`config.mk`:
```
export PLATFORM = sky130hd
export DESIGN_NAME = mem_arbiter
export DESIGN_NICKNAME = d
export VERILOG_FILES = /design/src/rtl/mem_pkg.sv /design/src/rtl/mem_arb_pick.sv /design/src/rtl/mem_arbiter.sv
export SDC_FILE = /design/constraint.sdc
export NUM_CORES = 1
export LEC_CHECK = 0
export ABC_AREA = 1
export BUFFER_PORTS_ARGS = -buffer_cell sky130_fd_sc_hd__buf_2
export CORE_MARGIN = 3
export CORE_UTILIZATION = 40
export CTS_CLUSTER_DIAMETER = 80
export DETAILED_ROUTE_END_ITERATION = 10
export PLACE_DENSITY = 0.76
export SLEW_MARGIN = 20
export SYNTH_ARGS = -nofsm -noshare
export SYNTH_HDL_FRONTEND = slang
export SYNTH_SLANG_ARGS = --single-unit
```
`constraint.sdc`:
```
create_clock -name clk -period 2.2 [get_ports clk]
set_clock_uncertainty 0.2 [all_clocks]
set_input_delay 0.11 -clock clk [delete_from_list [all_inputs] [get_ports clk]]
set_output_delay 0.11 -clock clk [all_outputs]
set_load 0.05 [all_outputs]
```
`src/rtl/mem_pkg.sv`:
```
// Shared widths, port identifiers and the issue/response tag record for the
// two-port memory arbiter.
package mem_pkg;
    localparam int MEM_ADDR_W = 5;
    localparam int MEM_DATA_W = 8;

    localparam logic PORT_IFETCH = 1'b0;
    localparam logic PORT_DATA   = 1'b1;

    typedef struct packed {
        logic valid;
        logic src;
        logic is_read;
    } mem_tag_t;
endpackage

```
`src/rtl/mem_arb_pick.sv`:
```
// Combinational two-way grant with the round-robin last-grant pointer and the
// port-0 starvation counter used by fixed-priority mode.
import mem_pkg::*;

module mem_arb_pick #(
    parameter int PRIO_MODE = 0,
    parameter int MAX_WAIT  = 4
) (
    input  logic clk,
    input  logic reset,
    input  logic req0,
    input  logic req1,
    output logic gnt0,
    output logic gnt1
);
    localparam logic [3:0] MAX_WAIT_C = 4'(MAX_WAIT);

    logic       last_gnt;
    logic [3:0] starve_cnt;
    logic       pick1;

    always_comb begin
        pick1 = req1;
        if (req0 && req1) begin
            if (PRIO_MODE == 0) begin
                pick1 = (last_gnt == PORT_IFETCH);
            end else begin
                pick1 = (starve_cnt != MAX_WAIT_C);
            end
        end
        // Nothing is accepted while reset is held, so no command slips past it.
        gnt0 = ~reset & req0 & ~pick1;
        gnt1 = ~reset & req1 & pick1;
    end

    always_ff @(posedge clk) begin
        if (reset) begin
            last_gnt   <= PORT_DATA;
            starve_cnt <= '0;
        end else begin
            if (gnt0) begin
                last_gnt <= PORT_IFETCH;
            end else if (gnt1) begin
                last_gnt <= PORT_DATA;
            end
            if (!req0 || gnt0) begin
                starve_cnt <= '0;
            end else begin
                starve_cnt <= starve_cnt + 4'd1;
            end
        end
    end
endmodule

```
`src/rtl/mem_arbiter.sv`:
```
// Two-port arbiter/sequencer for the shared 32x8 memory: grant, registered
// issue stage, then tagged read response one cycle after issue.
import mem_pkg::*;

module mem_arbiter #(
    parameter int PRIO_MODE = 0,
    parameter int MAX_WAIT  = 4
) (
    input  logic                  clk,
    input  logic                  reset,
    input  logic                  req0,
    input  logic                  req1,
    input  logic                  we0,
    input  logic                  we1,
    input  logic [MEM_ADDR_W-1:0] addr0,
    input  logic [MEM_ADDR_W-1:0] addr1,
    input  logic [MEM_DATA_W-1:0] wdata0,
    input  logic [MEM_DATA_W-1:0] wdata1,
    output logic                  gnt0,
    output logic                  gnt1,
    output logic                  rvalid0,
    output logic                  rvalid1,
    output logic [MEM_DATA_W-1:0] rdata,
    output logic                  mem_read,
    output logic                  mem_write,
    output logic [MEM_ADDR_W-1:0] mem_addr,
    output logic [MEM_DATA_W-1:0] mem_wdata,
    input  logic [MEM_DATA_W-1:0] mem_rdata
);
    logic                  any_gnt;
    logic                  win_we;
    logic [MEM_ADDR_W-1:0] win_addr;
    logic [MEM_DATA_W-1:0] win_wdata;
    mem_tag_t              iss_tag;
    mem_tag_t              rsp_tag;

    mem_arb_pick #(
        .PRIO_MODE (PRIO_MODE),
        .MAX_WAIT  (MAX_WAIT)
    ) u_pick (
        .clk   (clk),
        .reset (reset),
        .req0  (req0),
        .req1  (req1),
        .gnt0  (gnt0),
        .gnt1  (gnt1)
    );

    assign any_gnt = gnt0 | gnt1;

    always_comb begin
        win_we    = we0;
        win_addr  = addr0;
        win_wdata = wdata0;
        if (gnt1) begin
            win_we    = we1;
            win_addr  = addr1;
            win_wdata = wdata1;
        end
    end

    always_ff @(posedge clk) begin
        if (reset) begin
            mem_read  <= 1'b0;
            mem_write <= 1'b0;
            mem_addr  <= '0;
            mem_wdata <= '0;
            iss_tag   <= '0;
            rsp_tag   <= '0;
        end else begin
            mem_read  <= any_gnt & ~win_we;
            mem_write <= any_gnt & win_we;
            if (any_gnt) begin
                mem_addr  <= win_addr;
                mem_wdata <= win_wdata;
            end
            iss_tag.valid   <= any_gnt;
            iss_tag.src     <= gnt1;
            iss_tag.is_read <= ~win_we;
            rsp_tag         <= iss_tag;
        end
    end

    // Memory returns read data the cycle after the strobe, so the response
    // tag is simply the issue tag delayed by one cycle.
    assign rvalid0 = rsp_tag.valid & rsp_tag.is_read & (rsp_tag.src == PORT_IFETCH);
    assign rvalid1 = rsp_tag.valid & rsp_tag.is_read & (rsp_tag.src == PORT_DATA);
    assign rdata   = mem_rdata;
endmodule

```
== Word-level counts from Yosys, hierarchy flattened ==
Cells that the tools add are included.
Cells by class
  mux-type cells: 6
  bitwise gates (word level): 15
  reductions and logical operators: 2
Operators by type and width (count)
  AND 1 bit: 9
  two-way mux 8 bit: 1
  two-way mux 5 bit: 1
  inverter 1 bit: 5
  two-way mux 1 bit: 4
  nonzero test 2 bit: 1
  logical AND 1 bit: 1
  OR 1 bit: 1
Word-level totals
  flip-flop bits (word level): 22
  word-level logic and storage cells: 34

== Logic depth before layout (Yosys ltp) ==
Gate-level depths: netlist of run 1.
  depth after elaboration: 6
  mapped depth: 7
  gate-level depth less buffers: 6

== Cells and area by module ==
Synthesis of run 1 repeated with hierarchy kept, for this count alone.
Unflattened totals
  cell total of the unflattened synthesis: 149
  area, all modules: 1026.0 um^2
By module, submodules not included
  mem_arbiter: cells each 135, times used 1, area an instance 950.9 um^2, sequential area each 420.4 um^2
  mem_arb_pick: cells each 14, times used 1, area an instance 75.1 um^2, sequential area each 20.0 um^2

== Worst setup path before layout of run 1 ==
OpenSTA, ideal clock, no wires.
  path type: reg2out
  from: reg u_pick.last_gnt
  to: out gnt0
  cell stages (with the launch flop): 3
  arrival: 1.507 ns
  required time: 1.890 ns
  path slack: 0.383 ns
  buffers on the path: 0
  path through: dfxtp_1 -> inv_1 -> a211oi_1
On the way
  word-level cells in the longest chain between the ends: 4
Ends and longest elaborated chain
  from (decl): line mem_arb_pick.sv:18  | logic last_gnt;
  from (signal assigned): line mem_arb_pick.sv:38  | last_gnt <= PORT_DATA;
  from (signal assigned): line mem_arb_pick.sv:42  | last_gnt <= PORT_IFETCH;
  from (signal assigned): line mem_arb_pick.sv:44  | last_gnt <= PORT_DATA;
  inverter 1 bit: line mem_arb_pick.sv:26  | pick1 = (last_gnt == PORT_IFETCH);
  two-way mux 1 bit: line mem_arb_pick.sv:24  | if (req0 && req1) begin
  inverter 1 bit: line mem_arb_pick.sv:32  | gnt0 = ~reset & req0 & ~pick1;
  AND 1 bit: line mem_arb_pick.sv:32
  to (decl): line mem_arbiter.sv:19  | output logic gnt0,
Every way passes these cells.

== Worst setup path after layout of run 1 ==
  from: in reset
  to: reg mem_wdata[3]
On the way
  word-level cells in the longest chain between the ends: 4
  elaborated cells on any way between the ends: 7
Ends and longest elaborated chain
  from (decl): line mem_arbiter.sv:10  | input logic reset,
  inverter 1 bit: line mem_arb_pick.sv:32, mem_arb_pick.sv:33
  AND 1 bit (on tied branches) (2 in series): line mem_arb_pick.sv:33, mem_arb_pick.sv:32
  two-way mux 8 bit or OR 1 bit (tied branches): line mem_arbiter.sv:55, mem_arbiter.sv:49
  to (signal assigned): line mem_arbiter.sv:75  | mem_wdata <= win_wdata;
  to (decl): line mem_arbiter.sv:27  | output logic [MEM_DATA_W-1:0] mem_wdata,
Parallel ways exist; a longest one is shown, timed or not.
A chain may end at the register's enable or synchronous reset.

==> impl_metrics.prom, run 1 <==
# TYPE chip_impl_metric gauge
chip_impl_metric{name="tightestPinTransition",unit="ps"} 426
chip_impl_metric{name="vias",unit=""} 1179
chip_impl_metric{name="synthesis.area_per_instance",unit="um2"} 7.31
chip_impl_metric{name="timing.reg2reg.setup_slack",unit="ps"} 430
chip_impl_metric{name="wl",unit="mm"} 2.68
chip_impl_metric{name="post_cts_resized",unit=""} 0
chip_impl_metric{name="drt-met1-wl",unit="mm"} 1.14
chip_impl_metric{name="floorplan.die_area",unit="mm2"} 0.00355
chip_impl_metric{name="synth-seq-cells",unit=""} 22
chip_impl_metric{name="p_sw_frac",unit=""} 0.306
chip_impl_metric{name="proportion_of_layout_cells_with_a_drive_suffix_above_1",unit=""} 0.283
chip_impl_metric{name="avgRoutedWirePerCell",unit="um"} 10.3
chip_impl_metric{name="cap_viol_max_count",unit=""} 0
chip_impl_metric{name="finalHoldViolations",unit=""} 0
chip_impl_metric{name="slew_viol_final",unit=""} 0
chip_impl_metric{name="routability_driven_placement_congestion_ratio",unit=""} 0.743
chip_impl_metric{name="grt_pass1_wl",unit="mm"} 4.34
chip_impl_metric{name="die_span_y",unit="um"} 59.6
chip_impl_metric{name="cts.sink_count",unit=""} 22
chip_impl_metric{name="worstPathArrival",unit="ps"} 2000
chip_impl_metric{name="num_io_pins",unit=""} 67
chip_impl_metric{name="timing.hold.worst_path_depth",unit=""} 4
chip_impl_info{name="worstSetupStartpointType",value="input port"} 1
chip_impl_metric{name="worst_ir_drop_vdd",unit="uV"} 395
chip_impl_info{name="crit-reg2reg-launch",value="u_pick.last_gnt$_SDFFE_PP1N_"} 1
chip_impl_metric{name="die_w",unit="um"} 59.6
chip_impl_info{name="whs_endpoint",value="u_pick.last_gnt$_SDFFE_PP1N_"} 1
chip_impl_metric{name="r2r.worst_path.cells",unit=""} 6
chip_impl_metric{name="finalCritPeriodShare",unit=""} 0.906
chip_impl_metric{name="finalCriticalPeriod",unit="ps"} 1990
chip_impl_metric{name="remaining_global_route_overflow",unit=""} 0
chip_impl_info{name="commonest_non_fill_non_tap_cells_in_the_layout",value="50 x sky130_fd_sc_hd__buf_2, 37 x sky130_fd_sc_hd__nand2_1, 34 x sky130_fd_sc_hd__inv_1"} 1
chip_impl_info{name="leading_cell_type_in_the_layout_fill_and_taps_excluded",value="sky130_fd_sc_hd__buf_2"} 1
chip_impl_metric{name="synth_sequential_area_ratio",unit=""} 0.384
chip_impl_metric{name="cts.path.max_buffers",unit=""} 2
chip_impl_metric{name="number_of_iterations_in_the_first_detailed_routing_pass",unit=""} 4
chip_impl_metric{name="placement_rows",unit=""} 18
chip_impl_metric{name="p_switching",unit="mW"} 0.320
chip_impl_metric{name="area_growth_syn_to_layout",unit="%"} 47.0
chip_impl_metric{name="start_util",unit=""} 0.443
chip_impl_metric{name="met2RoutedLength",unit="mm"} 1.32
chip_impl_metric{name="syn_nets",unit=""} 197
chip_impl_metric{name="clock_latency",unit="ps"} 300
chip_impl_info{name="endpoint_kind",value="flop"} 1
chip_impl_metric{name="maxClockFrequency",unit="MHz"} 501
chip_impl_info{name="timing.critical_path.slowest_stage_cell",value="sky130_fd_sc_hd__dlygate4sd3_1"} 1
chip_impl_info{name="criticalPathCategory",value="in -> reg"} 1
chip_impl_metric{name="hpwl",unit="mm"} 1.80
chip_impl_metric{name="relSlewSlack",unit=""} 0.715
chip_impl_metric{name="path_clk_slew",unit="ps"} 130
chip_impl_info{name="hold_path.startpoint",value="req1"} 1
chip_impl_metric{name="power_leakage",unit="nW"} 0.951
chip_impl_metric{name="num-nets-final",unit=""} 271
chip_impl_metric{name="detail_route.drc_violations",unit=""} 0
chip_impl_metric{name="multiInputGateArea",unit="um2"} 429
chip_impl_metric{name="worstPathRequired",unit="ps"} 2210
chip_impl_info{name="hold_path.class",value="in -> reg"} 1
chip_impl_metric{name="drt_first_iter_violations",unit=""} 29
chip_impl_metric{name="synthCells",unit=""} 157
chip_impl_metric{name="numCtsBuffers",unit=""} 3
chip_impl_metric{name="netlist_area",unit="mm2"} 0.00115
chip_impl_metric{name="power_frac_clock",unit=""} 0.293
chip_impl_info{name="tritoncts_clock_tree",value="built"} 1
chip_impl_metric{name="slowest_delay",unit="ps"} 550
chip_impl_metric{name="cellPowerDensity",unit="mW/mm2"} 619
chip_impl_info{name="r2r-end",value="mem_wdata[3]$_SDFFE_PP0N_"} 1
chip_impl_info{name="ctsRootBufferMaster",value="sky130_fd_sc_hd__clkbuf_4"} 1
chip_impl_metric{name="detail-route-antenna-nets",unit=""} 0
chip_impl_metric{name="met3_wirelength",unit="um"} 184
chip_impl_info{name="maxUsedRoutingLayer",value="met4"} 1
chip_impl_metric{name="detail_route.vias_per_cell",unit=""} 4.53
chip_impl_metric{name="largest_net_degree_at_the_start_of_global_routing",unit=""} 18
chip_impl_metric{name="fillCellCount",unit=""} 226
chip_impl_metric{name="totalNegativeSetupSlack",unit="ps"} 0
chip_impl_metric{name="antenna_cells_inserted",unit=""} 0
chip_impl_metric{name="buffer_ports.inserted",unit=""} 50
chip_impl_metric{name="core",unit="mm2"} 0.00259
chip_impl_metric{name="finalSetupViolations",unit=""} 0
chip_impl_metric{name="cts_htree_levels",unit=""} 1
chip_impl_info{name="crit_chain",value="dlygate4sd3_1 > buf_2 > nor2_4 > nand3_1 > nand3_1 > dlygate4sd3_1 > nand2_1"} 1
chip_impl_info{name="run_status",value="finished, final reports clean"} 1
chip_impl_metric{name="comb_power_share",unit=""} 0.282
chip_impl_info{name="rsz_0062_raised_after_global_routing",value="false"} 1
chip_impl_metric{name="antenna_violations_before_repair",unit=""} 0
chip_impl_metric{name="share_seq_of_total_power",unit=""} 0.425
chip_impl_metric{name="ys_types",unit=""} 20
chip_impl_metric{name="grt_pass1_vias",unit=""} 1094
chip_impl_metric{name="seq_area",unit="um2"} 440
chip_impl_metric{name="synth-warning-count",unit=""} 0
chip_impl_metric{name="p_int",unit="mW"} 0.724
chip_impl_metric{name="finalPower",unit="mW"} 1.04
chip_impl_metric{name="crit_fanout",unit=""} 14
chip_impl_metric{name="globalRouteTotalUtil",unit=""} 0.157
-- layout make-up --
type	instances	share of cell area
timing repair buffer	82	0.337
sequential	22	0.261
multi-input combinational	85	0.254
inverter	37	0.0942
tap	30	0.0223
clock inverter	1	0.0178
clock buffer	3	0.0134
-- logic make-up (layout without fill, tap and decap cells) --
logic type | after synthesis | in the layout | share of synthesized area
AND/OR/NAND/NOR | 82 | 82 | 0.357
flip-flops | 22 | 22 | 0.384
buffers and inverters | 50 | 123 | 0.242
AO/OA/AOI/OAI | 3 | 3 | 0.0174
-- what timing repair did --
action	CTS	global route
setup buffers	0	0
endpoints found under the hold margin	20	0
hold buffers	31	0
-- Yosys cell counts --
cell type	number	area share
sky130_fd_sc_hd__a211oi_1	1	0.0065
sky130_fd_sc_hd__a21oi_1	1	0.0044
sky130_fd_sc_hd__buf_12	1	0.017
sky130_fd_sc_hd__buf_2	1	0.0044
sky130_fd_sc_hd__buf_4	8	0.052
sky130_fd_sc_hd__buf_6	3	0.029
sky130_fd_sc_hd__clkinv_8	1	0.014
sky130_fd_sc_hd__dfxtp_1	22	0.38
sky130_fd_sc_hd__inv_1	34	0.11
sky130_fd_sc_hd__inv_2	1	0.0033
sky130_fd_sc_hd__inv_8	1	0.0098
sky130_fd_sc_hd__nand2_1	37	0.12
sky130_fd_sc_hd__nand2_4	1	0.0098
sky130_fd_sc_hd__nand2_8	1	0.017
sky130_fd_sc_hd__nand3_1	30	0.13
sky130_fd_sc_hd__nand3_2	3	0.026
sky130_fd_sc_hd__nand3_4	1	0.015
sky130_fd_sc_hd__nor2_1	8	0.026
sky130_fd_sc_hd__nor2_4	1	0.0098
sky130_fd_sc_hd__o211ai_1	1	0.0065
-- power groups by stage --
| stage | sequential [mW] | combinational (mW) | clock (mW) |
|---|---|---|---|
| after floorplan | 0.535 | 0.144 | 0 |
| after global placement | 0.453 | 0.246 | 0 |
| after detailed placement | 0.453 | 0.247 | 0 |
| after CTS | 0.444 | 0.294 | 0.309 |
| after global routing | 0.447 | 0.319 | 0.320 |
| final | 0.444 | 0.294 | 0.306 |
-- per-layer routing --
metal / global-route usage / up-vias
li1: - / 615
met1: 0.187 / 517
met2: 0.275 / 43
met3: 0.0240 / 4
met4: 0.0696 / 0
met5: 0 / -
-- critical path: cells and delay by family --
kind	cells	cell delay (ps)
buffers and inverters	3	1280
AND/OR/NAND/NOR	4	600
-- registers in the layout (all words and copies together) (netlist names) --
signal           flops
iss_tag              3
mem_addr             5
mem_read             1
mem_wdata            8
mem_write            1
rsp_tag              3
u_pick.last_gnt      1
-- per-stage QoR --
stage / setup slack [ps] / instances / hold WS, ps / util / cell area, um2
2_1_floorplan: 383 / 157 / 75.1 / - / 1150
6_report: 206 / 260 / 13.3 / 0.651 / 1690
3_3_place_gp: 941 / 225 / 20.3 / 0.511 / 1320
5_1_grt: 120 / 260 / 20.1 / 0.651 / 1690
4_1_cts: 231 / 260 / 15.2 / 0.651 / 1690
3_5_place_dp: 930 / 225 / 20.3 / 0.511 / 1320
-- how the worst max path moves through the flow --
stage                                            start                        end  depth (start not counted)
after global placement                           reset                       gnt1                          5
after CTS                                        reset  mem_wdata[3]$_SDFFE_PP0N_                          7
after global routing                             reset  mem_wdata[3]$_SDFFE_PP0N_                          7
final                                            reset  mem_wdata[3]$_SDFFE_PP0N_                          7
after detailed placement                         reset                       gnt1                          5
after floorplan           u_pick.last_gnt$_SDFFE_PP1N_                       gnt0                          2
Power figures use the tool's default switching activity.
==> run 2: changes to the inputs <==
- CTS_CLUSTER_SIZE: unset -> 20
- PLACE_DENSITY: 0.76 -> 0.74
==> run 2 against run 1 <==
  * Power down 8.1%
  * Via count down 2.5%
  * Critical path depth unchanged
  * Worst hold slack better by 3.2 ps
  * Worst setup slack worse by 45 ps
  * Non-clock buffer count unchanged
  * Register-to-register slack worse by 20 ps
  * Fmax down 2.2%
==> impl_metrics.prom, run 2 (same netlist as run 1, synthesis figures left out) <==
# TYPE chip_impl_metric gauge
chip_impl_metric{name="antenna_violations_before_repair",unit=""} 0
chip_impl_metric{name="crit_fanout",unit=""} 14
chip_impl_info{name="layout_top_registers",value="mem_wdata: 8 flops, mem_addr: 5 flops"} 1
chip_impl_metric{name="worstPathRequired",unit="ps"} 2200
chip_impl_metric{name="maxClockFrequency",unit="MHz"} 490
chip_impl_metric{name="area_growth_syn_to_layout",unit="%"} 45.6
chip_impl_metric{name="remaining_global_route_overflow",unit=""} 0
chip_impl_info{name="timing.critical_path.slowest_stage_cell",value="sky130_fd_sc_hd__dlygate4sd3_1"} 1
chip_impl_metric{name="grt_pass1_vias",unit=""} 1133
chip_impl_info{name="ctsRootBufferMaster",value="sky130_fd_sc_hd__clkbuf_4"} 1
chip_impl_metric{name="num-nets-final",unit=""} 271
chip_impl_metric{name="finalCritPeriodShare",unit=""} 0.927
chip_impl_info{name="commonest_non_fill_non_tap_cells_in_the_layout",value="50 x sky130_fd_sc_hd__buf_2, 37 x sky130_fd_sc_hd__nand2_1, 34 x sky130_fd_sc_hd__inv_1"} 1
chip_impl_metric{name="vias",unit=""} 1149
chip_impl_metric{name="cellPowerDensity",unit="mW/mm2"} 575
chip_impl_metric{name="die_span_y",unit="um"} 59.6
chip_impl_info{name="crit_path_frequent_cell",value="sky130_fd_sc_hd__dlygate4sd3_1"} 1
chip_impl_metric{name="cts.path.max_buffers",unit=""} 2
chip_impl_metric{name="antenna_cells_inserted",unit=""} 0
chip_impl_info{name="critical-path-top-delay-family",value="buffers and inverters"} 1
chip_impl_metric{name="core",unit="mm2"} 0.00259
chip_impl_metric{name="totalNegativeSetupSlack",unit="ps"} 0
chip_impl_metric{name="tightestPinTransition",unit="ps"} 422
chip_impl_metric{name="timing.hold.worst_path_depth",unit=""} 4
chip_impl_metric{name="slowest_delay",unit="ps"} 550
chip_impl_metric{name="crit_cells",unit=""} 7
chip_impl_metric{name="placement_rows",unit=""} 18
chip_impl_metric{name="post_cts_resized",unit=""} 0
chip_impl_info{name="leading_cell_type_in_the_layout_fill_and_taps_excluded",value="sky130_fd_sc_hd__buf_2"} 1
chip_impl_metric{name="largest_register_ffs",unit=""} 8
chip_impl_metric{name="placement.cell_area",unit="mm2"} 0.00132
chip_impl_metric{name="globalRouteTotalUtil",unit=""} 0.166
chip_impl_info{name="worstSetupStartpointType",value="input port"} 1
chip_impl_metric{name="slew_viol_final",unit=""} 0
chip_impl_metric{name="path_clk_slew",unit="ps"} 120
chip_impl_metric{name="floorplan.die_area",unit="mm2"} 0.00355
chip_impl_metric{name="grt_pass1_wl",unit="mm"} 4.49
chip_impl_metric{name="power_leakage",unit="nW"} 0.945
chip_impl_metric{name="finalHoldViolations",unit=""} 0
chip_impl_metric{name="cts_htree_levels",unit=""} 1
chip_impl_metric{name="largest_net_degree_at_the_start_of_global_routing",unit=""} 18
chip_impl_info{name="crit_chain",value="dlygate4sd3_1 > buf_2 > nor2_4 > nand3_1 > nand2_1 > nor2_1 > dlygate4sd3_1"} 1
chip_impl_metric{name="cap_viol_max_count",unit=""} 0
chip_impl_metric{name="avgRoutedWirePerCell",unit="um"} 10.6
chip_impl_metric{name="final_area",unit="mm2"} 0.00167
chip_impl_metric{name="buffer_ports.inserted",unit=""} 50
chip_impl_metric{name="detail-route-antenna-nets",unit=""} 0
chip_impl_metric{name="path_buf_inv",unit=""} 3
chip_impl_info{name="run_status",value="finished, final reports clean"} 1
chip_impl_info{name="register_with_the_highest_flop_count",value="mem_wdata"} 1
chip_impl_metric{name="wl",unit="mm"} 2.75
chip_impl_metric{name="numCtsBuffers",unit=""} 3
chip_impl_metric{name="drt_first_iter_violations",unit=""} 17
chip_impl_metric{name="num_io_pins",unit=""} 67
chip_impl_metric{name="hpwl",unit="mm"} 1.82
chip_impl_metric{name="worst_ir_drop_vdd",unit="uV"} 575
chip_impl_info{name="endpoint_kind",value="flop"} 1
chip_impl_info{name="hold_path.class",value="in -> reg"} 1
chip_impl_metric{name="number_of_iterations_in_the_first_detailed_routing_pass",unit=""} 4
chip_impl_metric{name="die_w",unit="um"} 59.6
chip_impl_metric{name="start_util",unit=""} 0.443
chip_impl_info{name="rsz_0062_raised_after_global_routing",value="false"} 1
chip_impl_metric{name="r2r.worst_path.cells",unit=""} 6
chip_impl_metric{name="finalCriticalPeriod",unit="ps"} 2040
chip_impl_metric{name="routability_driven_placement_congestion_ratio",unit=""} 0.708
chip_impl_metric{name="cts_stage_hold_buffer_count",unit=""} 31
chip_impl_metric{name="finalSetupViolations",unit=""} 0
chip_impl_metric{name="detail_route.vias_per_cell",unit=""} 4.42
chip_impl_metric{name="relSlewSlack",unit=""} 0.718
chip_impl_info{name="criticalPathCategory",value="in -> reg"} 1
chip_impl_metric{name="cts.sink_count",unit=""} 22
chip_impl_metric{name="proportion_of_layout_cells_with_a_drive_suffix_above_1",unit=""} 0.283
chip_impl_metric{name="cts_post_setup_buffers_inserted",unit=""} 0
chip_impl_info{name="tritoncts_clock_tree",value="built"} 1
chip_impl_metric{name="worstPathArrival",unit="ps"} 2040
chip_impl_metric{name="clock_latency",unit="ps"} 300
chip_impl_metric{name="detail_route.drc_violations",unit=""} 0
[run 2: changes by cell type in the layout (fill, tap and decap cells not counted)]
cell                        before  now
sky130_fd_sc_hd__bufinv_16       1    0
sky130_fd_sc_hd__clkbuf_8        0    1
[run 2: path summary, 6_finish.rpt]
path                                start                           end  slack (ps)
max                                 reset         iss_tag[0]$_SDFF_PP0_         160
min                                  req0  u_pick.last_gnt$_SDFFE_PP1N_          20
max reg2reg  u_pick.last_gnt$_SDFFE_PP1N_         iss_tag[0]$_SDFF_PP0_         410
min reg2reg         iss_tag[0]$_SDFF_PP0_         rsp_tag[0]$_SDFF_PP0_         210
[run 2: worst min-delay path, delay by kind of cell]
| kind | cells | cell delay [ps] |
|---|---|---|
| AO/OA/AOI/OAI | 1 | 90 |
| buffers and inverters | 2 | 170 |
| AND/OR/NAND/NOR | 1 | 110 |
[run 2: through the flow]
step	std cells	power [mW]	setup slack [ps]	util	hold slack, ps
detailed placement	225	0.702	926	0.511	20.3
floorplan	157	0.679	383	-	75.1
finish	260	0.960	161	0.645	16.5
global placement	225	0.699	940	0.511	20.3
CTS	260	0.968	203	0.645	2.62
global route	260	1.01	63.7	0.645	20.1
[run 2: area by class of cell]
type | count | area [um2]
Clock buffer | 4 | 36.3
Multi-Input combinational cell | 85 | 429
Timing Repair Buffer | 82 | 568
Sequential cell | 22 | 440
Tap cell | 30 | 37.5
Inverter | 37 | 159
Fill cell | 234 | 920
[run 2: routing by layer]
| layer | vias to the layer above | track usage | part of all wire |
|---|---|---|---|
| li1 | 614 | - | - |
| met1 | 491 | 0.172 | 0.39 |
| met5 | - | 0 | 0 |
| met3 | 6 | 0.0610 | 0.074 |
| met2 | 38 | 0.318 | 0.53 |
| met4 | 0 | 0.0285 | 0.0091 |
[run 2: power by group]
group	switching, mW	total [mW]	leakage (nW)	internal [mW]
clock	0.119	0.220	0.0210	0.101
combinational	0.185	0.296	0.741	0.111
sequential	0.0141	0.444	0.183	0.430
total	0.318	0.960	0.945	0.642
